**src/rtl/cpu_types_pkg.sv**
```systemverilog
// cpu_types_pkg: shared CPU types.
//   word_t          - 32-bit machine word
//   icache_frame_t  - one direct-mapped icache frame (valid, tag, data)
//   icache_state_t  - icache fill FSM states
package cpu_types_pkg;

    typedef logic [31:0] word_t;

    localparam int ICACHE_NSETS = 16;
    localparam int ICACHE_IDX_W = 4;
    localparam int ICACHE_TAG_W = 32 - ICACHE_IDX_W - 2;

    typedef struct packed {
        logic                    valid;
        logic [ICACHE_TAG_W-1:0] tag;
        word_t                   data;
    } icache_frame_t;

    typedef enum logic {
        IDLE = 1'b0,
        FILL = 1'b1
    } icache_state_t;

endpackage

```
**src/rtl/icache_dm16.sv**
```systemverilog
// icache_dm16: direct-mapped, 16-frame, one-word-block instruction cache.
//   CLK, RST               clock, synchronous active-high reset
//   imemREN/imemaddr       datapath read request and byte address
//   ihit/imemload          same-cycle hit flag and word (0 when no hit)
//   iREN/iaddr             memory read request and word-aligned address
//   iwait/iload            memory busy flag and read data
//   hit_count/miss_count   free-running cycles-with-hit / fills-started counters
// Misses block in FILL until memory returns, install the word, then the
// current imemaddr is looked up again in IDLE.
module icache_dm16
    import cpu_types_pkg::*;
#(
    parameter int NSETS = ICACHE_NSETS,
    parameter int IDX_W = ICACHE_IDX_W
) (
    input  logic        CLK,
    input  logic        RST,
    input  logic        imemREN,
    input  word_t       imemaddr,
    output logic        ihit,
    output word_t       imemload,
    output logic        iREN,
    output word_t       iaddr,
    input  logic        iwait,
    input  word_t       iload,
    output logic [31:0] hit_count,
    output logic [31:0] miss_count
);

    localparam int TAG_W = 32 - IDX_W - 2;

    icache_state_t state_q, state_d;
    word_t         miss_addr_q, miss_addr_d;
    icache_frame_t frames_q [NSETS];
    logic [31:0]   hit_count_q, miss_count_q;

    logic [IDX_W-1:0] req_idx, fill_idx;
    logic [TAG_W-1:0] req_tag, fill_tag;
    logic             lookup_match;
    logic             miss_start;
    logic             fill_we;
    logic [1:0]       unused_offset;

    assign req_idx       = imemaddr[IDX_W+1:2];
    assign req_tag       = imemaddr[31:IDX_W+2];
    assign fill_idx      = miss_addr_q[IDX_W+1:2];
    assign fill_tag      = miss_addr_q[31:IDX_W+2];
    assign unused_offset = imemaddr[1:0];

    assign lookup_match = frames_q[req_idx].valid && (frames_q[req_idx].tag == req_tag);

    // Next-state and outputs. Memory-side outputs depend only on registered
    // state so the memory port never sees a combinational path from imemaddr.
    always_comb begin
        state_d     = state_q;
        miss_addr_d = miss_addr_q;
        ihit        = 1'b0;
        imemload    = '0;
        iREN        = 1'b0;
        iaddr       = '0;
        miss_start  = 1'b0;
        fill_we     = 1'b0;
        case (state_q)
            IDLE: begin
                if (imemREN) begin
                    if (lookup_match) begin
                        ihit     = 1'b1;
                        imemload = frames_q[req_idx].data;
                    end else begin
                        miss_start  = 1'b1;
                        miss_addr_d = {imemaddr[31:2], 2'b00};
                        state_d     = FILL;
                    end
                end
            end
            FILL: begin
                iREN  = 1'b1;
                iaddr = miss_addr_q;
                if (!iwait) begin
                    fill_we = 1'b1;
                    state_d = IDLE;
                end
            end
        endcase
    end

    always_ff @(posedge CLK) begin
        if (RST) begin
            state_q      <= IDLE;
            miss_addr_q  <= '0;
            hit_count_q  <= '0;
            miss_count_q <= '0;
        end else begin
            state_q     <= state_d;
            miss_addr_q <= miss_addr_d;
            if (ihit)       hit_count_q  <= hit_count_q + 32'd1;
            if (miss_start) miss_count_q <= miss_count_q + 32'd1;
        end
    end

    // Only valid bits are reset; tag/data are qualified by valid. A reset
    // coincident with fill completion discards the returning word.
    always_ff @(posedge CLK) begin
        if (RST) begin
            for (int i = 0; i < NSETS; i++) frames_q[i].valid <= 1'b0;
        end else if (fill_we) begin
            frames_q[fill_idx].valid <= 1'b1;
            frames_q[fill_idx].tag   <= fill_tag;
            frames_q[fill_idx].data  <= iload;
        end
    end

    assign hit_count  = hit_count_q;
    assign miss_count = miss_count_q;

endmodule

```
**config.mk**
```make
export PLATFORM = sky130hd
export DESIGN_NAME = icache_dm16
export DESIGN_NICKNAME = d
export VERILOG_FILES = /design/src/rtl/cpu_types_pkg.sv /design/src/rtl/icache_dm16.sv
export SDC_FILE = /design/constraint.sdc
export NUM_CORES = 1
export LEC_CHECK = 0
export BUFFER_PORTS_ARGS = -buffer_cell sky130_fd_sc_hd__buf_2
export CAP_MARGIN = 20
export CORE_MARGIN = 3
export CORE_UTILIZATION = 55
export DETAILED_ROUTE_END_ITERATION = 10
export PLACE_DENSITY = 0.75
export SLEW_MARGIN = 20
export SYNTH_ARGS = -nofsm -noshare
export SYNTH_HDL_FRONTEND = slang
export SYNTH_SLANG_ARGS = --single-unit
export TNS_END_PERCENT = 1
```
**constraint.sdc**
```tcl
create_clock -name CLK -period 4.3 [get_ports CLK]
set_input_delay 0.215 -clock CLK [delete_from_list [all_inputs] [get_ports CLK]]
set_output_delay 0.215 -clock CLK [all_outputs]
set_load 0.02 [all_outputs]
```
# ---- Word-level counts from Yosys, hierarchy flattened
# Memories as Yosys holds them, arrays and structs flattened.
# Cells that the tools add are included.
dict set report totals {
  register_bits 95
  ramBits 944
  input_bits 68
  output_inout_bits 130
  elab_cells 36
  n_memories 1
}
dict set report classes {
  n_addsub 2
  eq_ne 1
  muxes 23
  bitwise 2
  reduce_logical 3
}
# memory words word_bits read_ports rd_clocked_by_memory_dff wr line_no
set mem_list {}
lappend mem_list {frames_q 16 59 1 0 16 icache_dm16.sv:34} ;# icache_frame_t frames_q [NSETS];
# op count
set op_table {}
lappend op_table {{$mux W32} 4}
lappend op_table {{$add A32 B1 Y32 const B} 2}
lappend op_table {{$mux W59} 1}
lappend op_table {{$reduce_or A59 Y1} 1}
lappend op_table {{$eq A26 B26 Y1} 1}
lappend op_table {{$mux W1} 15}
lappend op_table {{$mux W4} 1}
lappend op_table {{$reduce_and A3 Y1} 1}
lappend op_table {{$mux W2} 1}
lappend op_table {{$not A1 Y1} 2}
lappend op_table {{$pmux W1 S2} 1}
lappend op_table {{$logic_and A1 B1 Y1} 1}

# ---- Longest topological paths before layout
# Gate-level depths: netlist (run 1).
dict set report logic_depth {
  depth_word 7
  ltp_mapped 15
  depth_no_buf 9
}

# ---- Least setup slack after synthesis (run 1)
# No wires, ideal clock.
dict set report synth_timing {
  path_type {reg-to-reg}
  startpoint {reg state_q}
  endpoint {mem frames_q[1][0] in the netlist's numbering (enable)}
  setup_ns 0.474
  arrival_time_ns 3.968
  required_time_ns 3.826
  setup_slack_ns -0.142
  stages_incl_launch_ff 5
  n_path_buf 1
  synth_period_minus_slack_ns 4.442
  path_cell_list {dfxtp_1 or3b_2 or3_1 clkbuf_1 nor2_1}
}
# item line_no
set synth_rtl {}
lappend synth_rtl {{start, declared} icache_dm16.sv:32} ;# icache_state_t state_q, state_d;
lappend synth_rtl {{start signal, assigned} icache_dm16.sv:94} ;# state_q <= state_d;
lappend synth_rtl {{end, declared} icache_dm16.sv:34}

# ---- Final worst setup path (run 1)
dict set report layout_timing {
  startpoint {mem frames_q[12][55] in the netlist's numbering}
  endpoint {out imemload[4]}
}
dict set report layout_via {
  elab_chain_cells 6
}
# item line_no
set layout_rtl {}
lappend layout_rtl {{$mem_v2 Z16 W59} n/a}
lappend layout_rtl {{$eq A26 B26 Y1} icache_dm16.sv:50} ;# assign lookup_match = frames_q[req_idx].valid && (frames_q[req_idx].tag == req_tag);
lappend layout_rtl {{$logic_and A1 B1 Y1} icache_dm16.sv:50}
lappend layout_rtl {{$mux W32} icache_dm16.sv:66} ;# if (lookup_match) begin
lappend layout_rtl {{$mux W32} icache_dm16.sv:65} ;# if (imemREN) begin
lappend layout_rtl {{$mux W32} icache_dm16.sv:63} ;# case (state_q)
lappend layout_rtl {{end, declared} icache_dm16.sv:21} ;# output word_t imemload,
# No other way between the ends.

==> impl_metrics.yaml, run 1 <==
cells_and_area:
  fin_area_mm2: 0.0477
  areaGrowthSynthToFinish_pct: 16.1
  drive_gt1_share_pct: 29.9
  finalCoreUtilization_pct: 65.0
  fillers: 4762
  nets: 2484
floorplan:
  design.portCount: 198
  start_util_pct: 56.0
  coreArea_mm2: 0.0735
  die-area_mm2: 0.0781
  row_count: 99
  chipHeight_um: 279
  die_x_um: 279
routing:
  drc: 0
  vias_per_cell: 6.35
  postRouteAntennaNets: 0
  wirelength_mm: 97.3
  drt_pre_antenna_iters: 6
  drt_iter0_markers: 2485
  wire_per_inst_um: 28.1
  dr_total_vias: 22000
setup_path:
  cpPeakStageDelay_ns: 0.51
  worstPathRequired_ns: 4.09
  cp_max_fo: 35
  path_cells: "mux4_2, mux4_2, xnor2_1, nand4_1, nor4_4, buf_4, nand3_2, buf_12, nor2b_1, buf_2"
  end_kind: "primary output"
  path_delay_family: "multiplexers"
  path_class: "flop to primary output"
  crit_slowest_cell: "mux4_2"
  startpoint_type: "flop"
  timing.critical_path.buf_inv: 3
  crit_top_cell: "mux4_2"
  worst_ep_arrival_time_ns: 3.88
synth:
  synth_ff_type: "edfxtp_1"
  postSynthAreaPerCell_um2: 19.7
  synth.distinct_cells: 55
  synth_warnings: 0
  netlist_area_mm2: 0.0411
  synth_seq_area_share_pct: 73.2
  synth_edf_count: 928
  ys_ff_latch: 1039
  syn_inst: 2082
  synthArstFlopShare_pct: 0
timing:
  grt_setup_unrepaired: "no"
  worstMarginPinSlew_ns: 1.01
  maxSlewViolCount: 0
  fmax_mhz: 244
  relSlewSlack_pct: 32.5
  finClkSkew_ns: 0.0348
  setup_viol: 0
  finalHoldViolCount: 0
  period_share_pct: 95.3
  fin_ws_ns: 0.203
  fin_crit_ns: 4.10
place:
  dpl_worst_slack_ns: 0.151
  dp_hpwl_mm: 54.2
  port_buffers: 193
  dpl_cell_area_mm2: 0.0439
  gp_congestion: 0.839
power:
  vdd_ir_drop_max_mv: 0.373
  p_leak_uw: 0.0160
  power_density_mw_per_mm2: 433
cts:
  cts-htree-levels: 3
  clkTransAtPathRegs_ns: 0.06
  cts_tree: "yes"
  root_buffer: "clkbuf_16"
  cts_made_buffers: 101
  cts-resized-gates: 0
  clk_latency_ns: 0.67
  clock_sinks: 1039
  clockBufferDepth: 3
hold_path:
  hp-class: "input pin to flop"
global_routing:
  antenna_found_initial: 3
  grtUsageTotal_pct: 25.3
  grt_first_pass_wirelength_mm: 146
  grt_max_degree: 93
  globalRouteOverflowTotal: 0
  grt_pass1_vias: 22400
flow_run:
  cap_violations: 0
outcome:
  status: "completed"
==> cells in the final DEF, fill, tap and decap left out, types with 16 or more instances in the layout <==
cell type,instances
a21oi_1,42
and2_1,36
buf_12,24
buf_2,189
buf_4,68
clkbuf_1,26
clkbuf_16,102
clkinv_1,21
dfxtp_1,111
dlygate4sd3_1,60
edfxtp_1,928
inv_1,26
mux2_2,16
mux2i_1,57
mux4_2,278
nand2_1,30
nand2b_1,62
nand3_1,24
nand4_1,26
nor2_1,41
nor2_4,17
nor2b_1,56
o21ai_0,19
o22ai_1,21
o31ai_1,25
or4_1,25
xnor2_1,32
==> report_power, final <==
group	internal (uW)	switching, uW	leakage (uW)
logic	460	542	0.00492
clock network	4870	3680	0.00157
registers	11000	89.7	0.00954
total	16400	4310	0.0160
==> metrics by stage <==
step	TNS, ns	power [uW]	cells	hold slack [ns]
after global placement	0	12300	3205	0.444
after CTS	0	20800	3451	0.264
final	0	20700	3458	0.299
after detailed placement	0	12300	3205	0.453
after global routing	0	21300	3458	0.298
after floorplan	-31.06	11900	2083	0.314
==> Yosys cell counts, types with 16 or more instances <==
cell	n	area [um^2]
nand3_1	25	125
edfxtp_1	928	27900
xnor2_1	32	280
and2_1	36	225
a21oi_1	42	210
dfxtp_1	111	2220
buf_1	24	90.1
nor2b_1	56	350
mux2i_1	57	571
clkbuf_1	59	221
o31ai_1	25	188
o22ai_1	21	131
buf_2	19	95.1
nor2_1	57	214
inv_1	26	97.6
nand4_1	26	163
o21ai_0	19	95.1
mux2_2	16	180
nand2_1	30	113
mux4_2	278	6260
or4_1	25	188
nand2b_1	62	388
==> worst min-delay path: stages <==
cell	delay, ns
buf_4	0.12
buf_4	0.39
nor2_1	0.18
==> final cells by class <==
cell class	instances	area, um^2	share of cell area [%]
Sequential cell	1039	30100	63.0
Multi-Input combinational cell	900	10500	22.0
Clock buffer	135	2750	5.75
Timing Repair Buffer	343	2570	5.38
Tap cell	959	1200	2.51
Clock inverter	51	493	1.03
Inverter	29	111	0.233
Antenna cell	2	5.00	0.0105
==> final timing paths <==
path	start	endpoint	slack, ns	depth (start not counted)
hold / removal	RST	miss_count[2]	0.30	3
setup / recovery	frames_q[12][55]	imemload[4]	0.20	10
hold reg to reg	frames_q[8][58]	frames_q[8][58]	0.47	2
setup reg to reg	frames_q[7][52]	hit_count[25]	0.39	9
==> sequential cells by signal (all words and copies together) (netlist names) <==
| signal | flops |
|---|---|
| frames_q | 944 |
| hit_count | 32 |
| miss_count | 32 |
| miss_addr_q | 30 |
| state_q | 1 |
==> kinds of logic after synthesis <==
group	Yosys count	share of synthesized area (%)
buffers and inverters	144	1.55
AND/OR/NAND/NOR	377	5.33
flip-flops	1039	73.2
adder cells (fa/ha/maj)	2	0.0609
AO/OA/AOI/OAI	128	1.96
multiplexers	351	17.1
XOR/XNOR	40	0.852
other	1	0.00912
==> routing by layer <==
layer  track usage, %  vias up  share of wire, %
met2             41.8     1143                50
met3             4.31      176               8.3
met5                0        -                 0
met1             35.5    11500                39
li1                 -     9182                 -
met4             7.23        0               2.6
==> what timing repair did <==
| action | 4_1_cts | 5_1_grt |
|---|---|---|
| setup buffers | 0 | 5 |
| setup endpoints to repair | 5 | 30 |
| hold buffers | 60 | 0 |
| pin swaps | 1 | 2 |
| endpoints found under the hold margin | 540 | 0 |
Note: power is estimated with default switching activity, not from simulation.
==> inputs of run 2 (changes only) <==
Settings changed: PLACE_DENSITY 0.75 to unset, PLACE_DENSITY_LB_ADDON set to 0.1.
==> run 2 against run 1 <==
Utilization up 0.14 points. Clock skew is 0.010 ns lower. Clock-buffer cell count fell by 14. Final cell count barely moved. Sequential share of layout area fell by 0.14 points. Clock power rose by 4.8%. Die area unchanged. Hold slack got worse by 0.21 ns. Setup slack lost 0.035 ns. Global-route usage down 0.49 points. Routed wire length down 2.6%. Power increased by 1.9%. Critical path type unchanged. Critical endpoint is now imemload[1]. Largest cell class unchanged. Highest routed layer is now met5.
==> impl_metrics.yaml, run 2 (synthesis gave the netlist of run 1 again) <==
place:
  gp_congestion: 0.813
  dpl_worst_slack_ns: 0.0672
  dp_hpwl_mm: 52.8
  place_inst: 3203
  port_buffers: 193
  dpl_cell_area_mm2: 0.0438
setup_path:
  startpoint_type: "flop"
  cpPeakStageDelay_ns: 0.50
  worst_ep_arrival_time_ns: 3.92
  end_kind: "primary output"
  crit_slowest_cell: "mux4_2"
  worstPathRequired_ns: 4.09
  path_delay_family: "simple AND/OR/NAND/NOR gates"
  crit_top_cell: "mux4_2"
  timing.critical_path.buf_inv: 2
  cp_max_fo: 23
  path_class: "flop to primary output"
  path_cells: "mux4_2, mux4_2, xor2_1, nand4bb_1, nor4_4, nand3_2, buf_12, nor2b_1, buf_2"
cts:
  cts_made_buffers: 104
  cts_tree: "yes"
  root_buffer: "clkbuf_16"
  clock_sinks: 1039
  cts-htree-levels: 3
  clockBufferDepth: 3
  clk_latency_ns: 0.66
  clkTransAtPathRegs_ns: 0.06
cells_and_area:
  fin_area_mm2: 0.0478
  largest_reg_flops: 944
  nets: 2481
  fillers: 4944
  regMostFlops: "frames_q"
  drive_gt1_share_pct: 30.3
  layout_commonest_cell: "edfxtp_1"
  fin_cells: 3461
  mostFrequentLayoutCells: "edfxtp_1, mux4_2, buf_2"
  areaGrowthSynthToFinish_pct: 16.4
global_routing:
  globalRouteOverflowTotal: 0
  grt_pass1_vias: 21900
  grtUsageTotal_pct: 24.8
  grt_first_pass_wirelength_mm: 143
  antenna_found_initial: 2
  grt_max_degree: 85
timing:
  finClkSkew_ns: 0.0243
  finalHoldViolCount: 0
  grt_setup_unrepaired: "no"
  fin_ws_ns: 0.167
  period_share_pct: 96.1
  hold_slack_ns: 0.0859
  relSlewSlack_pct: 35.6
  setup_viol: 0
  fmax_mhz: 242
  worstMarginPinSlew_ns: 0.964
  maxSlewViolCount: 0
  fin_crit_ns: 4.13
  tns_ns: 0
floorplan:
  coreArea_mm2: 0.0735
  chipHeight_um: 279
  design.portCount: 198
  row_count: 99
  die_x_um: 279
  die-area_mm2: 0.0781
  start_util_pct: 56.0
power:
  power_density_mw_per_mm2: 441
  vdd_ir_drop_max_mv: 0.408
  p_leak_uw: 0.0161
routing:
  wire_per_inst_um: 27.4
  drt_pre_antenna_iters: 5
  vias_per_cell: 6.21
  wirelength_mm: 94.8
  drc: 0
  postRouteAntennaNets: 0
  drt_iter0_markers: 1998
  dr_total_vias: 21500
flow_run:
  cap_violations: 0
hold_path:
  hp-class: "input pin to flop"
outcome:
  status: "completed"
[run 2: final cells by class]
cell class / count / area, um^2 / share of cell area [%]
flip-flops and latches: 1039 / 30100 / 62.9
multi-input cells: 900 / 10500 / 22.0
clock buffers: 121 / 2700 / 5.64
repair buffers: 337 / 2500 / 5.22
well taps: 959 / 1200 / 2.51
clock inverters: 75 / 694 / 1.45
inverters: 29 / 111 / 0.233
diodes: 1 / 2.50 / 0.00523
[run 2: tightest hold or removal path: stages]
cell and delay [ns]:
buf_2 0.14, inv_1 0.19, o41ai_1 0.13
[run 2: metal layers]
| metal | up-vias | routed length [um] | global-route usage (%) |
|---|---|---|---|
| met1 | 11400 | 40100 | 36.0 |
| met3 | 135 | 5580 | 3.73 |
| met5 | - | 25 | 0 |
| met4 | 4 | 1770 | 5.68 |
| met2 | 733 | 47300 | 40.7 |
| li1 | 9192 | - | - |
[run 2: stage by stage]
step / util (%) / total power (uW)
after global placement: 59.6 / 12300
after floorplan: - / 11900
after CTS: 65.1 / 21300
after detailed placement: 59.6 / 12300
final: 65.1 / 21100
after global routing: 65.1 / 21700
[run 2: timing repair]
item,CTS,global route
setup buffers,0,2
endpoints found under the hold margin,541,0
hold buffers,59,0
gates resized for setup,4,0
setup endpoints to repair,13,11
pin swaps,0,2
[run 2: worst paths after layout]
kind	from	endpoint	slack, ns	depth (start not counted)
max	frames_q[5][53]	imemload[1]	0.17	9
min	imemaddr[17]	miss_addr_q[17]	0.09	3
max reg2reg	frames_q[5][53]	hit_count[13]	0.58	10
min reg2reg	frames_q[12][58]	frames_q[12][58]	0.46	2
[run 2: power breakdown]
| group | switching, uW | leakage [uW] | internal (uW) |
|---|---|---|---|
| logic | 523 | 0.00489 | 457 |
| clock network | 3750 | 0.00167 | 5220 |
| registers | 91.4 | 0.00954 | 11000 |
